`src/rtl/ldl_rr_dispatch.sv`:
```
// Round-robin dispatcher: fans one valid/ready stream out to REQ_WIDTH sinks in rotating order.
// Optional one-entry input skid register enabled by defining LDL_RR_DISPATCH_SKID_EN.
module ldl_rr_dispatch #(
  parameter int BIN_WIDTH  = 3,
  parameter int REQ_WIDTH  = 1 << BIN_WIDTH,
  parameter int DATA_WIDTH = 32
) (
  input  logic                  clk,
  input  logic                  rst,
  input  logic [REQ_WIDTH-1:0]  sink_en,
  input  logic                  in_valid,
  output logic                  in_ready,
  input  logic [DATA_WIDTH-1:0] in_data,
  output logic [REQ_WIDTH-1:0]  out_valid,
  input  logic [REQ_WIDTH-1:0]  out_ready,
  output logic [DATA_WIDTH-1:0] out_data,
  output logic [BIN_WIDTH-1:0]  out_bin
);

  logic                  hold_vld_q, hold_vld_d;
  logic [DATA_WIDTH-1:0] out_data_q, out_data_d;
  logic [BIN_WIDTH-1:0]  out_bin_q, out_bin_d;
  logic [BIN_WIDTH-1:0]  ptr_q, ptr_d;

  logic                  sel_ok;
  logic                  drain;
  logic                  load;
  logic                  accept;
  logic                  src_vld;
  logic [DATA_WIDTH-1:0] src_data;
  logic [BIN_WIDTH-1:0]  nxt, nxt_hi, nxt_lo;
  logic                  have_hi;

  assign sel_ok = |sink_en;
  assign drain  = hold_vld_q & out_ready[out_bin_q];
  assign accept = in_valid & in_ready;

  // Descending scans so the last hit is the lowest qualifying index.
  always_comb begin
    nxt_hi  = '0;
    nxt_lo  = '0;
    have_hi = 1'b0;
    for (int i = REQ_WIDTH - 1; i >= 0; i--) begin
      if (sink_en[i]) begin
        nxt_lo = BIN_WIDTH'(i);
        if (i > int'(ptr_q)) begin
          nxt_hi  = BIN_WIDTH'(i);
          have_hi = 1'b1;
        end
      end
    end
    nxt = have_hi ? nxt_hi : nxt_lo;
  end

`ifdef LDL_RR_DISPATCH_SKID_EN
  logic                  skid_vld_q, skid_vld_d;
  logic [DATA_WIDTH-1:0] skid_data_q, skid_data_d;

  // Ready depends only on skid occupancy, cutting the path from out_ready/sink_en.
  assign in_ready = ~skid_vld_q & ~rst;
  assign src_vld  = skid_vld_q | accept;
  assign src_data = skid_vld_q ? skid_data_q : in_data;

  always_comb begin
    skid_vld_d  = skid_vld_q;
    skid_data_d = skid_data_q;
    if (skid_vld_q) begin
      if (load) begin
        skid_vld_d = accept;
        if (accept) begin
          skid_data_d = in_data;
        end
      end
    end else if (accept && !load) begin
      skid_vld_d  = 1'b1;
      skid_data_d = in_data;
    end
  end

  always_ff @(posedge clk) begin
    if (rst) begin
      skid_vld_q  <= 1'b0;
      skid_data_q <= '0;
    end else begin
      skid_vld_q  <= skid_vld_d;
      skid_data_q <= skid_data_d;
    end
  end
`else
  assign in_ready = ~rst & sel_ok & (~hold_vld_q | out_ready[out_bin_q]);
  assign src_vld  = in_valid;
  assign src_data = in_data;
`endif

  assign load = sel_ok & (~hold_vld_q | drain) & src_vld;

  // Target is fixed at load time; later sink_en changes never retarget a held item.
  always_comb begin
    hold_vld_d = hold_vld_q;
    out_data_d = out_data_q;
    out_bin_d  = out_bin_q;
    ptr_d      = ptr_q;
    if (load) begin
      hold_vld_d = 1'b1;
      out_data_d = src_data;
      out_bin_d  = nxt;
      ptr_d      = nxt;
    end else if (drain) begin
      hold_vld_d = 1'b0;
    end
  end

  always_ff @(posedge clk) begin
    if (rst) begin
      hold_vld_q <= 1'b0;
      out_data_q <= '0;
      out_bin_q  <= '0;
      ptr_q      <= BIN_WIDTH'(REQ_WIDTH - 1);
    end else begin
      hold_vld_q <= hold_vld_d;
      out_data_q <= out_data_d;
      out_bin_q  <= out_bin_d;
      ptr_q      <= ptr_d;
    end
  end

  assign out_valid = hold_vld_q ? (REQ_WIDTH'(1) << out_bin_q) : '0;
  assign out_data  = out_data_q;
  assign out_bin   = out_bin_q;

endmodule

```
`config.mk`:
```
export PLATFORM = sky130hd
export DESIGN_NAME = ldl_rr_dispatch
export DESIGN_NICKNAME = d
export VERILOG_FILES = /design/src/rtl/ldl_rr_dispatch.sv
export SDC_FILE = /design/constraint.sdc
export NUM_CORES = 1
export LEC_CHECK = 0
export CORE_AREA = 2 2 72 67
export CTS_CLUSTER_DIAMETER = 200
export DETAILED_ROUTE_END_ITERATION = 6
export DIE_AREA = 0 0 74 69
export GPL_TIMING_DRIVEN = 0
export PLACE_DENSITY = 0.83
export REMOVE_ABC_BUFFERS = 1
export SYNTH_ARGS = -nofsm -noshare
export SYNTH_HDL_FRONTEND = slang
export SYNTH_SLANG_ARGS = --single-unit
```
`constraint.sdc`:
```
create_clock -name clk -period 4.6 [get_ports clk]
set_input_delay 0.92 -clock clk [delete_from_list [all_inputs] [get_ports clk]]
set_output_delay 0.92 -clock clk [all_outputs]
set_load 0.005 [all_outputs]
```
==> results of run 1 <==
-- flip-flops by register name (all words and copies together) (netlist names) --
name        count
out_data       32
hold_vld_q      1
out_bin         3
ptr_q           3
-- worst paths after layout --
path                                    from          end  slack, ns
worst max-delay path            out_ready[7]     in_ready       1.00
worst min-delay path             out_data[0]  out_data[0]       0.46
worst max register to register    out_bin[1]     ptr_q[1]       2.06
worst min register to register   out_data[0]  out_data[0]       0.46
-- cells by family (layout without fill, tap and decap cells) --
logic type / count (synthesis) / count (layout) / share of synthesized area
AOI/OAI and AO/OA: 60 / 60 / 0.195
buffers and inverters: 17 / 105 / 0.0533
and+or+nand+nor: 109 / 109 / 0.260
muxes: 7 / 7 / 0.0477
DFF: 39 / 39 / 0.444
-- critical path, cell delays in order --
cell and delay [ns]:
clkdlybuf4s50_1 0.45, mux2i_1 0.07, mux4_2 0.55, a21oi_1 0.17
clkdlybuf4s50_1 0.51
-- power by group through the flow --
stage                     sequential [W]  combinational, W  clock (W)
final                           0.000391          0.000204   0.000228
after global routing            0.000395          0.000225   0.000248
after CTS                       0.000391          0.000207   0.000235
after detailed placement        0.000398          0.000206          0
after global placement          0.000397          0.000202          0
after floorplan                 0.000396         0.0000843          0
-- layout make-up --
type / instances / area (µm²)
multi-input cells: 176 / 887
flip-flops and latches: 39 / 781
clock buffers: 5 / 68.8
well taps: 62 / 77.6
inverters: 3 / 11.3
clock inverters: 3 / 20.0
fillers: 393 / 1560
repair buffers: 94 / 936
-- placed cells by master, fill, tap and decap left out, types with 2 or more instances in the layout --
master	Yosys	layout
clkdlybuf4s50_1	0	93
nand2_1	70	70
a21oi_1	40	40
dfxtp_1	39	39
nor2_1	16	16
nand2b_1	9	8
o21ai_0	7	7
nor3_1	5	5
mux2i_1	5	5
clkbuf_8	0	5
inv_1	3	3
nand3_1	3	3
o31ai_1	2	2
and2_1	2	2
clkinvlp_4	0	2
-- layer usage --
layer,up-vias,GRT usage,wire length (µm)
li1,942,-,-
met1,828,0.225,1980
met5,-,0,0
met3,10,0.0716,504
met4,0,0.0646,71
met2,94,0.308,2150
-- per-stage QoR --
stage,total power [W],area [µm²],util,instances,setup slack [ns]
floorplan,0.000481,1680,-,218,1.89
global placement,0.000599,2700,0.620,374,0.393
detailed placement,0.000604,2700,0.620,374,0.358
CTS,0.000833,2780,0.641,382,0.365
global route,0.000868,2780,0.640,382,0.922
finish,0.000823,2780,0.640,382,1.00
==> key figures, run 1 <==
Global routing
  • Pin count of the biggest net entering global routing: 38
  • First-pass GRT wire length: between 7 and 8 mm
  • Initial antenna violation count: 0
  • Vias in the first global route: roughly 1.7k
  • Congestion Overflow GR: 0
  • All-Layer GR Usage: 0.189

Clock tree
  • TritonCTS clock tree: built
  • Setup Fix Bufs, Post-CTS: 0
  • Num CTS Buffers: 5
  • Worst-skew pair later-pin latency: roughly 0.29 ns
  • Root buffer cell: clkbuf_8
  • CTS Hold Bufs: 0
  • Clk buf depth: 2
  • Num Clock Sinks: 39
  • Clock-pin slew on the worst setup and hold paths: 0.07 ns
  • PostCTS Resize Cnt: 0
  • H-Tree Level Count: 2

Timing
  • Worst Max-Slew Pin Slew: ~0.93 ns
  • Tcrit/Tclk final: 0.782
  • Clock Skew: 0.00459 ns
  • Pins Over Slew Limit: 0
  • Max transition margin: 0.378
  • Max Fclk: 278 MHz
  • Post-layout min period: 3.60 ns
  • TNS Setup: 0 ns
  • RSZ-0062 raised after global routing: false
  • Setup Viol. Count Final: 0
  • Final hold viol count: 0
  • Min Hold Slack: 0.456 ns

Drt
  • Vias: roughly 1.9k
  • DRC: 0
  • WL final: 4.71 mm
  • Post-DRT Antenna Nets: 0
  • DR iter-0 viols: around 140
  • Initial DRT Pass Iterations: 4
  • Routed len/inst: ~12 µm
  • Avg Vias per Cell: a little under 5

Min path
  • Hold Path Depth: 2
  • Type of the most critical hold path: reg2reg

Place
  • IO buf count: 94
  • Dpl hpwl: 3.33 mm
  • Routability cong.: about 0.91

Final layout
  • Share of layout cells above drive strength 1: 0.0531
  • # diodes: 0
  • Area growth from synthesis to layout: 58.1%
  • Nets@finish: 370

Outcome
  • Outcome: finished clean

Power
  • Gate power share: 0.248
  • Pwr Density: about 300 mW/mm²
  • Int Power: between 0.0005 and 0.0006 W
  • VDD IR-drop max: about 0.18 mV
  • Clock share of power: 0.277
  • Sw frac: 0.283
  • Reg power frac: 0.475
  • Static Leakage: slightly above 1 nW
  • Switching power: around 0.00023 W

Yosys
  • Leading area contributor after synthesis: dfxtp_1
  • Mean post-synth cell area: about 7.6 µm²
  • Share of the synthesized area in the top cell type: 0.444
  • Area contributors post-synth: dfxtp_1, nand2_1, a21oi_1
  • Register area share after synthesis: 0.444
  • Main flop type after synthesis: dfxtp_1
  • Cells after Synth: 232
  • EDFF count, synth: 0
  • Netlist cell types: 33
  • Synth Register Bits: 39
  • Post-synth top cells: nand2_1, a21oi_1, dfxtp_1, nor2_1, nand2b_1
  • Most frequent cell after synthesis: nand2_1
  • Async SR Flop Fraction: 0
  • Ys Warns: 0
  • Mapped cell area: around 0.0018 mm²

Die
  • Core Footprint: between 0.004 and 0.005 mm²
  • Ports: 95
  • Initial core utilization: 0.405
  • Die width: 74 µm
  • Row Count: 23
  • Die ar.: about 0.0051 mm²
  • Die Span Y: a little under 70 µm

Critical path
  • Critical path data required time: 3.68 ns
  • Startpoint Class: input pin
  • Max FO, Critical Path: 3
  • CP endpoint kind: output pin
  • CP Class: in2out
  • Worst EP arrival: approximately 2.7 ns
  • Cell depth of the worst flop-to-flop path: 6

Job
  • Max Cap Violations: 0
(Power assumes the default switching activity.)
==> inputs of run 2 (changes only) <==
--- a/config.mk
+++ b/config.mk
@@ -5,12 +5,12 @@
 export SDC_FILE = /design/constraint.sdc
 export NUM_CORES = 1
 export LEC_CHECK = 0
-export CORE_AREA = 2 2 72 67
+export CORE_AREA = 2 2 74 69
 export CTS_CLUSTER_DIAMETER = 200
 export DETAILED_ROUTE_END_ITERATION = 6
-export DIE_AREA = 0 0 74 69
+export DIE_AREA = 0 0 76 71
 export GPL_TIMING_DRIVEN = 0
-export PLACE_DENSITY = 0.83
+export PLACE_DENSITY = 0.79
 export REMOVE_ABC_BUFFERS = 1
 export SYNTH_ARGS = -nofsm -noshare
 export SYNTH_HDL_FRONTEND = slang
==> constraint.sdc (replaced) <==
create_clock -name clk -period 3.7 [get_ports clk]
set_input_delay 0.74 -clock clk [delete_from_list [all_inputs] [get_ports clk]]
set_output_delay 0.74 -clock clk [all_outputs]
set_load 0.005 [all_outputs]
==> key figures, run 2 (synthesis results as in run 1) <==
Critical path
  • Critical path data required time: 2.96 ns (-0.72 ns)
  • Worst EP arrival: 2.53 ns (-0.15 ns)
  • CP Launch Point: out_ready[7]
  • CP Class: in2out
  • Startpoint Class: input pin
  • Max FO, Critical Path: 3 (unchanged)
  • FF-to-FF Start: out_bin[1]
  • Cell depth of the worst flop-to-flop path: 6 (unchanged)
  • CP endpoint kind: output pin

Drt
  • Post-DRT Antenna Nets: 0 (unchanged)
  • Avg Vias per Cell: 4.76 (-3.1%)
  • Routed len/inst: 12.0 µm (-2.4%)
  • WL final: 4.63 mm (-1.6%)
  • Initial DRT Pass Iterations: 5 (+1)
  • DR iter-0 viols: 89 (-35%)
  • DRC: 0 (unchanged)
  • Vias: 1,831 (-2.3%)

Final layout
  • Share of layout cells above drive strength 1: 0.0469 (-0.00625)
  • Commonest non-fill, non-tap cell in the layout: clkdlybuf4s50_1
  • # diodes: 0 (unchanged)
  • Fin cells: 385 (+0.79%)
  • Max reg flops: 32 (unchanged)
  • Nets@finish: 370 (unchanged)
  • Area growth from synthesis to layout: 58.0% (about the same)
  • Util after Layout: 0.597 (-0.0430)
  • Most frequent cells in the layout: clkdlybuf4s50_1, nand2_1, a21oi_1

Timing
  • Post-layout min period: around 3.3 ns
  • Tcrit/Tclk final: 0.883
  • Fin worst setup slack: 0.432 ns (-0.571 ns)
  • Pins Over Slew Limit: 0 (unchanged)
  • Setup Viol. Count Final: 0 (unchanged)
  • RSZ-0062 raised after global routing: false
  • Max Fclk: a little over 300 MHz
  • Final hold viol count: 0 (unchanged)
  • Worst Max-Slew Pin Slew: 1.34 ns (+0.409 ns)
  • Max transition margin: 0.107 (-0.271)
  • Clock Skew: 0.00859 ns (+0.00400 ns)

Die
  • Die ar.: 0.00540 mm² (+5.7%)
  • Core Footprint: 0.00465 mm² (+7.1%)
  • Row Count: 24 (+4.3%)
  • Die width: 76 µm (+2.7%)
  • Initial core utilization: 0.378 (-0.0269)
  • Ports: 95 (unchanged)
  • Die Span Y: 71 µm (+2.9%)

Power
  • Int Power: 0.000734 W (+24%)
  • VDD IR-drop max: 0.259 mV (+43%)
  • Gate power share: 0.249 (about the same)
  • Pwr Density: 365 mW/mm² (+23%)
  • Reg power frac: 0.479 (+0.004)
  • Clock share of power: 0.272 (-0.005)
  • Switching power: 0.000280 W (+20%)
  • Sw frac: 0.276 (-0.00683)
  • Static Leakage: 1.01 nW (+0.11%)

Place
  • Routability cong.: 0.801 (-12%)
  • Placed Cells: 377 (+0.80%)
  • IO buf count: 94 (unchanged)
  • Worst slack at placement: -0.210 ns (-0.569 ns)
  • Dpl hpwl: 3.37 mm (+1.2%)

Global routing
  • All-Layer GR Usage: 0.179 (-0.0106)
  • GR peak layer: met2
  • Vias in the first global route: 1,809 (+4.6%)
  • Initial antenna violation count: 0 (unchanged)
  • First-pass GRT wire length: 7.99 mm (+3.6%)
  • Congestion Overflow GR: 0 (unchanged)
  • GR Util met2: 0.318 (+0.0109)
  • Met1 Use GR: 0.200 (-0.0253)
  • Pin count of the biggest net entering global routing: 38 (unchanged)
  • M3 GR Usage: 0.0753 (+0.00362)

Outcome
  • Outcome: finished clean

Job
  • Max Cap Violations: 0 (unchanged)

Clock tree
  • Clock-pin slew on the worst setup and hold paths: 0.08 ns (about the same)
  • Clk buf depth: 2 (unchanged)
  • Worst-skew pair later-pin latency: 0.28 ns (about the same)
  • Setup Fix Bufs, Post-CTS: 0 (unchanged)
  • Root buffer cell: clkbuf_8
  • Num Clock Sinks: 39 (unchanged)
  • TritonCTS clock tree: built
  • H-Tree Level Count: 2 (unchanged)
  • Num CTS Buffers: 5 (unchanged)

Min path
  • Worst hold start: out_data[27]
  • Type of the most critical hold path: reg2reg
  • Hold Path Depth: 2 (unchanged)
run 2: final timing paths:
check            endpoint  slack, ns
max              in_ready       0.43
min          out_data[27]       0.46
max reg2reg      ptr_q[1]       0.78
min reg2reg  out_data[27]       0.46
run 2: power groups by stage:
stage / clock [W] / combinational (W) / sequential, W
6_report: 0.000276 / 0.000252 / 0.000486
2_1_floorplan: 0 / 0.000105 / 0.000493
3_5_place_dp: 0 / 0.000255 / 0.000496
3_3_place_gp: 0 / 0.000251 / 0.000494
4_1_cts: 0.000283 / 0.000256 / 0.000486
5_1_grt: 0.000303 / 0.000280 / 0.000492
run 2: cell type report:
type | instances | area, µm²
fillers | 437 | 1880
flip-flops and latches | 39 | 781
repair buffers | 94 | 936
clock inverters | 2 | 12.5
inverters | 3 | 11.3
well taps | 65 | 81.3
multi-input cells | 176 | 885
clock buffers | 6 | 72.6
run 2: metal layers:
layer	routed length [µm]	vias to the layer above
met3	476	2
met4	14	0
met2	2210	74
li1	-	945
met1	1940	810
met5	0	-
run 2: per-stage QoR:
stage                     area (µm²)  TNS, ns  total power, W  hold slack [ns]
after floorplan                 1680        0        0.000598            0.447
after global placement          2700   -0.173        0.000745            0.441
after detailed placement        2700   -0.210        0.000752            0.447
after CTS                       2780        0         0.00103            0.456
after global routing            2780        0         0.00107            0.471
final                           2780        0         0.00101            0.456
run 2: critical path, stage by stage:
cell             delay (ns)
clkdlybuf4s50_1        0.46
mux2i_1                0.07
mux4_2                 0.55
a21oi_1                0.17
clkdlybuf4s50_1        0.53
run 2: repair_timing:
action / 4_1_cts / 5_1_grt
hold buffers: 0 / 0
resized for setup: 1 / 0
setup endpoints to repair: 1 / 0
==> inputs of run 3 (changes only) <==
==> config.mk (replaced) <==
export PLATFORM = sky130hd
export DESIGN_NAME = ldl_rr_dispatch
export DESIGN_NICKNAME = d
export VERILOG_FILES = /design/src/rtl/ldl_rr_dispatch.sv
export SDC_FILE = /design/constraint.sdc
export NUM_CORES = 1
export LEC_CHECK = 0
export CORE_AREA = 2 2 60 85
export CTS_CLUSTER_DIAMETER = 200
export DETAILED_ROUTE_END_ITERATION = 6
export DIE_AREA = 0 0 62 87
export GPL_TIMING_DRIVEN = 0
export MAX_ROUTING_LAYER = met4
export PLACE_DENSITY = 0.78
export REMOVE_ABC_BUFFERS = 1
export SLEW_MARGIN = 20
export SYNTH_ARGS = -nofsm -noshare
export SYNTH_HDL_FRONTEND = slang
export SYNTH_SLANG_ARGS = --single-unit
==> key figures, run 3 (synthesis results as in run 1) <==
Clock tree
  • Clock-pin slew on the worst setup and hold paths: 0.07 ns (about the same)
  • TritonCTS clock tree: built
  • Root buffer cell: clkbuf_8
  • Num Clock Sinks: 39 (unchanged)
  • H-Tree Level Count: 2 (unchanged)
  • PostCTS Resize Cnt: 0 (-1)
  • Worst-skew pair later-pin latency: 0.28 ns (about the same)
  • Num CTS Buffers: 5 (unchanged)
  • CTS Hold Bufs: 0 (unchanged)
  • Clk buf depth: 2 (unchanged)
  • Setup Fix Bufs, Post-CTS: 0 (unchanged)

Final layout
  • Util after Layout: 0.599 (+0.00242)
  • Cell area after layout: 0.00281 mm² (+1.2%)
  • Commonest non-fill, non-tap cell in the layout: clkdlybuf4s50_1
  • # diodes: 0 (unchanged)
  • Nets@finish: 370 (unchanged)
  • FILL cells: 436 (-0.23%)
  • Max reg flops: 32 (unchanged)
  • Sequential Area: 781 µm² (unchanged)
  • Fin cells: 384 (-0.26%)
  • Most frequent cells in the layout: clkdlybuf4s50_1, nand2_1, a21oi_1
  • Share of layout cells above drive strength 1: 0.0531 (+0.00625)
  • Multi-input gate area: 887 µm² (+0.28%)
  • Area growth from synthesis to layout: 59.9%

Die
  • Die ar.: 0.00539 mm² (about the same)
  • Core Footprint: 0.00469 mm² (+0.81%)
  • Die Span Y: 87 µm (+23%)
  • Row Count: 30 (+25%)
  • Die width: 62 µm (-18%)
  • Ports: 95 (unchanged)
  • Initial core utilization: 0.375 (-0.00302)

Critical path
  • FF-to-FF Start: out_bin[1]
  • Max FO, Critical Path: 3 (unchanged)
  • Cell depth of the worst flop-to-flop path: 5 (-1)
  • Startpoint Class: input pin
  • Reg-to-reg endpoint: ptr_q[0]
  • CP endpoint kind: output pin
  • Critical path data required time: 2.96 ns (about the same)
  • Worst Setup EP: in_ready
  • CP Launch Point: out_ready[7]
  • Worst EP arrival: 2.48 ns (-0.05 ns)
  • CP Class: in2out
  • R2r setup slk: 1.20 ns (+0.42 ns)

Min path
  • Type of the most critical hold path: reg2reg

Place
  • IO buf count: 94 (unchanged)
  • Dpl hpwl: 3.20 mm (-4.9%)
  • Worst slack at placement: 0.472 ns (+0.683 ns)
  • Placed Cells: 376 (-0.27%)
  • Placed cell areas: 0.00270 mm² (-0.14%)
  • Routability cong.: 0.897 (+12%)

Power
  • VDD IR-drop max: 0.272 mV (+5.2%)
  • PnR Total Power: 0.00110 W (+8.0%)
  • Static Leakage: 1.03 nW (+2.0%)
  • Pwr Density: 390 mW/mm² (+6.7%)

Drt
  • Routed len/inst: 11.9 µm (-0.80%)
  • DRC: 0 (unchanged)
  • WL final: 4.59 mm (-1.1%)
  • DR iter-0 viols: 96 (+7.9%)
  • Avg Vias per Cell: 4.79 (+0.64%)
  • Post-DRT Antenna Nets: 0 (unchanged)
  • Vias: 1,838 (+0.38%)
  • Initial DRT Pass Iterations: 4 (-1)

Timing
  • Post-layout min period: 3.22 ns (-0.0508 ns)
  • Clock Skew: 0.00680 ns (-0.00179 ns)
  • Final hold viol count: 0 (unchanged)
  • Tcrit/Tclk final: 0.870 (-0.0137)
  • Max Fclk: 311 MHz (+1.6%)
  • Max transition margin: 0.400 (+0.294)
  • Worst Max-Slew Pin Slew: 0.897 ns (-0.442 ns)
  • Fin worst setup slack: 0.483 ns (+0.0508 ns)
  • RSZ-0062 raised after global routing: false
  • Pins Over Slew Limit: 0 (unchanged)
  • Setup Viol. Count Final: 0 (unchanged)

Outcome
  • Outcome: finished clean

Job
  • Max Cap Violations: 0 (unchanged)

Global routing
  • Pin count of the biggest net entering global routing: 38 (unchanged)
  • Vias in the first global route: 1,715 (-5.2%)
  • First-pass GRT wire length: 7.38 mm (-7.6%)
  • All-Layer GR Usage: 0.185 (+0.00595)
  • Congestion Overflow GR: 0 (unchanged)
  • Initial antenna violation count: 0 (unchanged)
run 3: metrics by stage:
stage          setup TNS [ns]  hold WS, ns
2_1_floorplan               0        0.447
3_3_place_gp           -0.110        0.441
3_5_place_dp                0        0.446
4_1_cts                     0        0.456
5_1_grt                     0        0.471
6_report                    0        0.455
run 3: worst min-delay path by stage:
stage / depth (start not counted) / from / to
after floorplan: 2 / out_data[0] / out_data[0]
after global placement: 2 / out_data[5] / out_data[5]
after detailed placement: 2 / out_data[17] / out_data[17]
after CTS: 2 / out_data[17] / out_data[17]
after global routing: 2 / out_data[25] / out_data[25]
final: 2 / out_data[0] / out_data[0]
run 3: layout make-up:
cell class / instances / share of cell area
Timing Repair Buffer: 94 / 0.333
Multi-Input combinational cell: 176 / 0.315
Sequential cell: 39 / 0.278
Clock buffer: 6 / 0.0294
Tap cell: 64 / 0.0285
Clock inverter: 2 / 0.0125
Inverter: 3 / 0.00400
run 3: critical path: stages:
cell and delay [ns]:
clkdlybuf4s50_1 0.45, mux2i_1 0.06, mux4_2 0.55, a21oi_1 0.17, clkdlybuf4s50_1 0.51
run 3: metal layers:
metal	vias up	track usage	part of all wire
met5	-	-	0
met4	0	0.0522	0.0050
met3	2	0.0490	0.055
met2	60	0.314	0.54
li1	945	-	-
met1	831	0.205	0.40
run 3: where the power goes:
group	internal (W)	leakage, nW	switching [W]	total (W)
clock network	0.000218	0.0612	0.000140	0.000358
registers	0.000453	0.321	0.0000325	0.000486
logic	0.000149	0.646	0.000102	0.000252
total	0.000821	1.03	0.000275	0.00110
